[config.mk]
export PLATFORM = sky130hd
export DESIGN_NAME = fifo_index_ctrl
export DESIGN_NICKNAME = d
export VERILOG_FILES = /design/src/rtl/fifo_index_ctrl.sv
export SDC_FILE = /design/constraint.sdc
export NUM_CORES = 1
export LEC_CHECK = 0
export ABC_AREA = 1
export CORE_AREA = 8 8 45 47
export CTS_BUF_LIST = sky130_fd_sc_hd__clkbuf_4 sky130_fd_sc_hd__clkbuf_8
export CTS_CLUSTER_SIZE = 16
export DETAILED_ROUTE_END_ITERATION = 10
export DIE_AREA = 0 0 53 55
export GPL_TIMING_DRIVEN = 0
export PLACE_DENSITY = 0.45
export REMOVE_ABC_BUFFERS = 1
export SLEW_MARGIN = 20
export SYNTH_ARGS = -nofsm -noshare
export SYNTH_HDL_FRONTEND = slang
export SYNTH_SLANG_ARGS = --single-unit
[constraint.sdc]
create_clock -name clk -period 0.8 [get_ports clk]
set_input_delay 0.16 -clock clk [delete_from_list [all_inputs] [get_ports clk]]
set_output_delay 0.16 -clock clk [all_outputs]
set_load 0.01 [all_outputs]
[src/rtl/fifo_index_ctrl.sv]
// fifo_index_ctrl -- occupancy and index controller for a circular FIFO.
//
// Accepts per-cycle requests to push and/or pop a number of entries. A
// request is granted in full or not at all. Grants, occupancy and indices
// are registered, so they are visible right after the edge that sampled
// the request.
//
// Parameters:
//   depth                 FIFO capacity in entries (>= 1)
//   push_width            width of push_req / push
//   pop_width             width of pop_req / pop
//   simultaneous_push_pop 1: push and pop may be granted in the same cycle
//
// Ports:
//   clk        rising-edge clock
//   reset_n    asynchronous active-low reset
//   push_req   entries requested for push this cycle
//   pop_req    entries requested for pop this cycle
//   push       granted push count (registered)
//   pop        granted pop count (registered)
//   cnt        current occupancy
//   wr_ptr     write index (0 .. depth-1)
//   rd_ptr     read index  (0 .. depth-1)
//   full       cnt == depth
//   empty      cnt == 0
//   err_reject rejection indicator
//
// Build option:
//   FIFO_INDEX_CTRL_STICKY_ERR_EN  when defined, err_reject latches on the
//   first rejection and stays set until reset; otherwise it is a one-cycle
//   pulse following each rejected request.

module fifo_index_ctrl #(
  parameter int depth                 = 1,
  parameter int push_width            = 1,
  parameter int pop_width             = 1,
  parameter int simultaneous_push_pop = 1,
  localparam int cnt_w = ($clog2(depth + 1) < 1) ? 1 : $clog2(depth + 1),
  localparam int ptr_w = ($clog2(depth) < 1) ? 1 : $clog2(depth)
) (
  input  logic                  clk,
  input  logic                  reset_n,
  input  logic [push_width-1:0] push_req,
  input  logic [pop_width-1:0]  pop_req,
  output logic [push_width-1:0] push,
  output logic [pop_width-1:0]  pop,
  output logic [cnt_w-1:0]      cnt,
  output logic [ptr_w-1:0]      wr_ptr,
  output logic [ptr_w-1:0]      rd_ptr,
  output logic                  full,
  output logic                  empty,
  output logic                  err_reject
);

  // Two guard bits above the widest operand keep cnt+push_req-pop_req
  // from wrapping in any intermediate step.
  localparam int max_w = (cnt_w > push_width)
                         ? ((cnt_w > pop_width) ? cnt_w : pop_width)
                         : ((push_width > pop_width) ? push_width : pop_width);
  localparam int aw = max_w + 2;
  localparam int sw = aw + 1;
  localparam logic [aw-1:0] depth_a = aw'(depth);

  logic [push_width-1:0] push_q, push_d;
  logic [pop_width-1:0]  pop_q, pop_d;
  logic [cnt_w-1:0]      cnt_q, cnt_d;
  logic [ptr_w-1:0]      wr_ptr_q, wr_ptr_d;
  logic [ptr_w-1:0]      rd_ptr_q, rd_ptr_d;
  logic                  err_q, err_d;

  logic [aw-1:0] push_ext;
  logic [aw-1:0] pop_ext;
  logic [aw-1:0] total;
  logic          any_req;
  logic          both_req;
  logic          fits;
  logic          grant;
  logic          reject;

  // Modular advance with a single conditional subtraction; valid because a
  // granted count never exceeds depth for the configurations in use.
  function automatic logic [ptr_w-1:0] advance(input logic [ptr_w-1:0] ptr,
                                               input logic [aw-1:0]    n);
    logic [sw-1:0] sum;
    sum = sw'(ptr) + sw'(n);
    if (sum >= sw'(depth)) begin
      sum = sum - sw'(depth);
    end
    return ptr_w'(sum);
  endfunction

  always_comb begin
    push_ext = aw'(push_req);
    pop_ext  = aw'(pop_req);
    total    = aw'(cnt_q) + push_ext;
    any_req  = (push_req != '0) || (pop_req != '0);
    both_req = (push_req != '0) && (pop_req != '0);
    // Resulting occupancy must lie within 0..depth; push-only and pop-only
    // are the same test with the other operand at zero.
    fits     = (pop_ext <= total) && ((total - pop_ext) <= depth_a);
    grant    = any_req && fits && !(both_req && (simultaneous_push_pop == 0));
    reject   = any_req && !grant;

    push_d   = '0;
    pop_d    = '0;
    cnt_d    = cnt_q;
    wr_ptr_d = wr_ptr_q;
    rd_ptr_d = rd_ptr_q;

    if (grant) begin
      push_d   = push_req;
      pop_d    = pop_req;
      cnt_d    = cnt_w'(total - pop_ext);
      wr_ptr_d = advance(wr_ptr_q, push_ext);
      rd_ptr_d = advance(rd_ptr_q, pop_ext);
    end

`ifdef FIFO_INDEX_CTRL_STICKY_ERR_EN
    err_d = err_q | reject;
`else
    err_d = reject;
`endif
  end

  always_ff @(posedge clk or negedge reset_n) begin
    if (!reset_n) begin
      push_q   <= '0;
      pop_q    <= '0;
      cnt_q    <= '0;
      wr_ptr_q <= '0;
      rd_ptr_q <= '0;
      err_q    <= 1'b0;
    end else begin
      push_q   <= push_d;
      pop_q    <= pop_d;
      cnt_q    <= cnt_d;
      wr_ptr_q <= wr_ptr_d;
      rd_ptr_q <= rd_ptr_d;
      err_q    <= err_d;
    end
  end

  // Status flags decode the registered count directly, so they follow reset
  // asynchronously along with it.
  assign push       = push_q;
  assign pop        = pop_q;
  assign cnt        = cnt_q;
  assign wr_ptr     = wr_ptr_q;
  assign rd_ptr     = rd_ptr_q;
  assign full       = (cnt_q == cnt_w'(depth));
  assign empty      = (cnt_q == '0);
  assign err_reject = err_q;

endmodule

==> qor_table.md <==
| Parameter | This run |
|---|---|
| Clk sink count | 6 |
| Skew final | 0.00189 ns |
| Number of fill cells in the layout | 150 |
| Commonest non-fill, non-tap cells in the layout | 5 x sky130_fd_sc_hd__nand2_1, 5 x sky130_fd_sc_hd__dfrtp_1, 5 x sky130_fd_sc_hd__buf_6, 4 x sky130_fd_sc_hd__nor2_1, 4 x sky130_fd_sc_hd__buf_2 |
| Post-route non-filler standard cell count | 61 |
| Die X | 53 um |
| Final WL | 593 um |
| Synthesis warning total | 0 |
| Drt initial violations | 0 |
| Series of cell instances along the critical path | inv_2 > buf_6 |
| Violated checks | setup timing |
| Largest net degree at the start of global routing | 7 |
| Count of buffers inserted at the top-level ports | 11 |
| Die Footprint | 2920 um^2 |
| Pleak | 0.239 nW |
| Unrepaired setup endpoints after global routing | true |
| Initial cell density of the core | 17.7% |
| FF/Latch Area | 151 um^2 |
| Depth of the CTS H-tree | 1 |
| Max stage delay on crit path | 0.42 ns |
| Kind of start point of the critical path | flip-flop |
| Worst skew pair latency | 0.24 ns |
| Total overflow reported by the global router | 0 |
| Min setup slack post-route | -0.186 ns |
| Routed length per instance | 9.72 um |
| Fin crit period | 0.986 ns |
| Area added between synthesis and finish | 77.0% |
| Worst slew margin relative to its limit | 81.8% |
| Cell count after synthesis | 28 |
| Tcrit/Tclk final | 123% |
| Tightest Pin Transition | 0.272 ns |
| Synth unique cells | 9 |
| Multi-input gate area | 92.6 um^2 |
| Flip-flop and latch count after synthesis | 6 |
| Layout net count | 51 |
| Total cell area at the placement stage | 368 um^2 |
| Number of max-slew violations in the final report | 0 |
| Root Buffer Master | sky130_fd_sc_hd__clkbuf_4 |
| Ratio of cells with drive above 1 in the final layout | 53.3% |
| Remaining antenna violation count after routing | 0 |
| Power density normalized to cell area | 1820 nW/um^2 |
| Cell total after placement | 54 |
| Signal arrival time at the worst endpoint | 0.83 ns |
| Post-detailed-placement half-perimeter wirelength | 434 um |
| Total via count in the routed design | 231 |
| Number of vias per cell after detailed routing | 3.79 |
| Number of diodes added for antenna fixing | 0 |
| Synth Cell Area | 245 um^2 |
| Number of global-route vias before repair | 236 |
| Outcome | complete, but fails checks |
| Hold Fails Final Rpt | 0 |
| Overall track demand over capacity in global routing | 4.67% |
| Worst Reg2Reg Path Length in Cells | 5 |
| Drc violations | 0 |
| Vertical die dimension | 55 um |
| Post-synthesis area per instance | 8.76 um^2 |
| Proportion of synthesized chip area in sequential cells | 61.2% |
| Number of iterations in the first detailed-routing pass | 1 |
| Worst-case vdd ir drop | 684 uV |
| First-pass GRT wire length | 966 um |
| Final number of setup-violating endpoints | 14 |
| Worst hold path class | in2async |
| Post-Layout Inst Area | 434 um^2 |
| CTS tree | done |
| Antenna violations before repair | 0 |
| RePlAce Congestion | 0.736 |
| Worst path required time | 0.64 ns |
| Launching instance or port of the critical path | cnt |
| CP Max Fanout | 4 |
| Critical path class | reg2out |
| Cell with the largest stage delay on the worst path | sky130_fd_sc_hd__dfrtp_2 |
| Maximum clock path buffer count | 2 |
| Max-cap violation count | 0 |
| CP endpoint kind | output pin |
| Highest clock rate | 1010 MHz |
| Floorplan row count | 14 |
| Top-level I/O count | 12 |
| Area of the placeable core | 1380 um^2 |
| Final core utilization | 31.4% |
| Clock edge transition at the registers on the reported setup and hold paths | 0.04 ns |
| Total clock buffers created by CTS | 3 |
| Reg2Reg Launch Point | cnt |
[Yosys cell counts]
| master | instances | area, um^2 |
|---|---|---|
| sky130_fd_sc_hd__inv_2 | 2 | 7.51 |
| sky130_fd_sc_hd__nor2_1 | 5 | 18.8 |
| sky130_fd_sc_hd__a21oi_1 | 1 | 5.00 |
| sky130_fd_sc_hd__nand2_2 | 2 | 12.5 |
| sky130_fd_sc_hd__inv_1 | 3 | 11.3 |
| sky130_fd_sc_hd__nand3_1 | 2 | 10.0 |
| sky130_fd_sc_hd__nand2_1 | 6 | 22.5 |
| sky130_fd_sc_hd__buf_4 | 1 | 7.51 |
| sky130_fd_sc_hd__dfrtp_1 | 6 | 150 |
[per-layer routing]
layer	part of all wire (%)	track usage, %	vias to the layer above
li1	-	-	118
met1	36	3.85	104
met2	50	8.20	9
met3	13	4.81	0
met4	0	0	0
met5	0	0	-
[path summary, 6_finish.rpt]
check | to | slack [ns]
worst max-delay path | empty | -0.19
max in group asynchronous | cnt | 0.41
min in group clk | wr_ptr | 0.46
worst min-delay path | push | 0.16
worst min register to register | wr_ptr | 0.46
worst max register to register | push | -0.15
[area by class of cell]
| type | instances | share of cell area [%] |
|---|---|---|
| flip-flops and latches | 6 | 34.9 |
| repair buffers | 15 | 29.7 |
| multi-input cells | 16 | 21.3 |
| clock buffers | 3 | 5.19 |
| well taps | 16 | 4.61 |
| inverters | 5 | 4.32 |
[cells by family (layout without fill, tap and decap cells)]
family | after synthesis | in the layout | share of synthesized area, %
AOI/OAI and AO/OA | 1 | 1 | 2.04
and+or+nand+nor | 15 | 15 | 26.0
DFF | 6 | 6 | 61.2
buffers and inverters | 6 | 23 | 10.7
[what timing repair did]
action                                  4_1_cts  5_1_grt
pin swaps                                     1        0
endpoints found under the setup margin       14       14
buffers inserted                              3        1
resized for setup                            41        3
hold buffers                                  0        0
[sequential cells by signal (all words and copies together), names as in the netlist]
name        cells
wr_ptr          1
rd_ptr          1
cnt             1
push            1
err_reject      1
pop             1
[stage by stage]
| step | power, mW | hold slack [ns] | setup TNS, ns | setup slack (ns) |
|---|---|---|---|---|
| after floorplan | 0.398 | -0.136 | -0.333 | -0.0853 |
| after global placement | 0.490 | 0.425 | -3.75 | -0.460 |
| final | 0.791 | 0.161 | -1.68 | -0.186 |
| after CTS | 0.799 | 0.162 | -1.79 | -0.195 |
| after detailed placement | 0.491 | 0.425 | -3.73 | -0.469 |
| after global routing | 0.846 | 0.181 | -2.20 | -0.219 |
[critical path, delay by kind of cell, from the launching register on]
family,cells,cell delay (ns)
flip-flops,1,0.42
buffers and inverters,2,0.16
[power breakdown]
group | switching [mW] | internal, mW | leakage (nW) | total (mW)
combinational | 0.0894 | 0.0957 | 0.149 | 0.185
clock | 0.0998 | 0.169 | 0.0138 | 0.269
sequential | 0.0117 | 0.325 | 0.0764 | 0.337
Power figures use the tool's default switching activity.
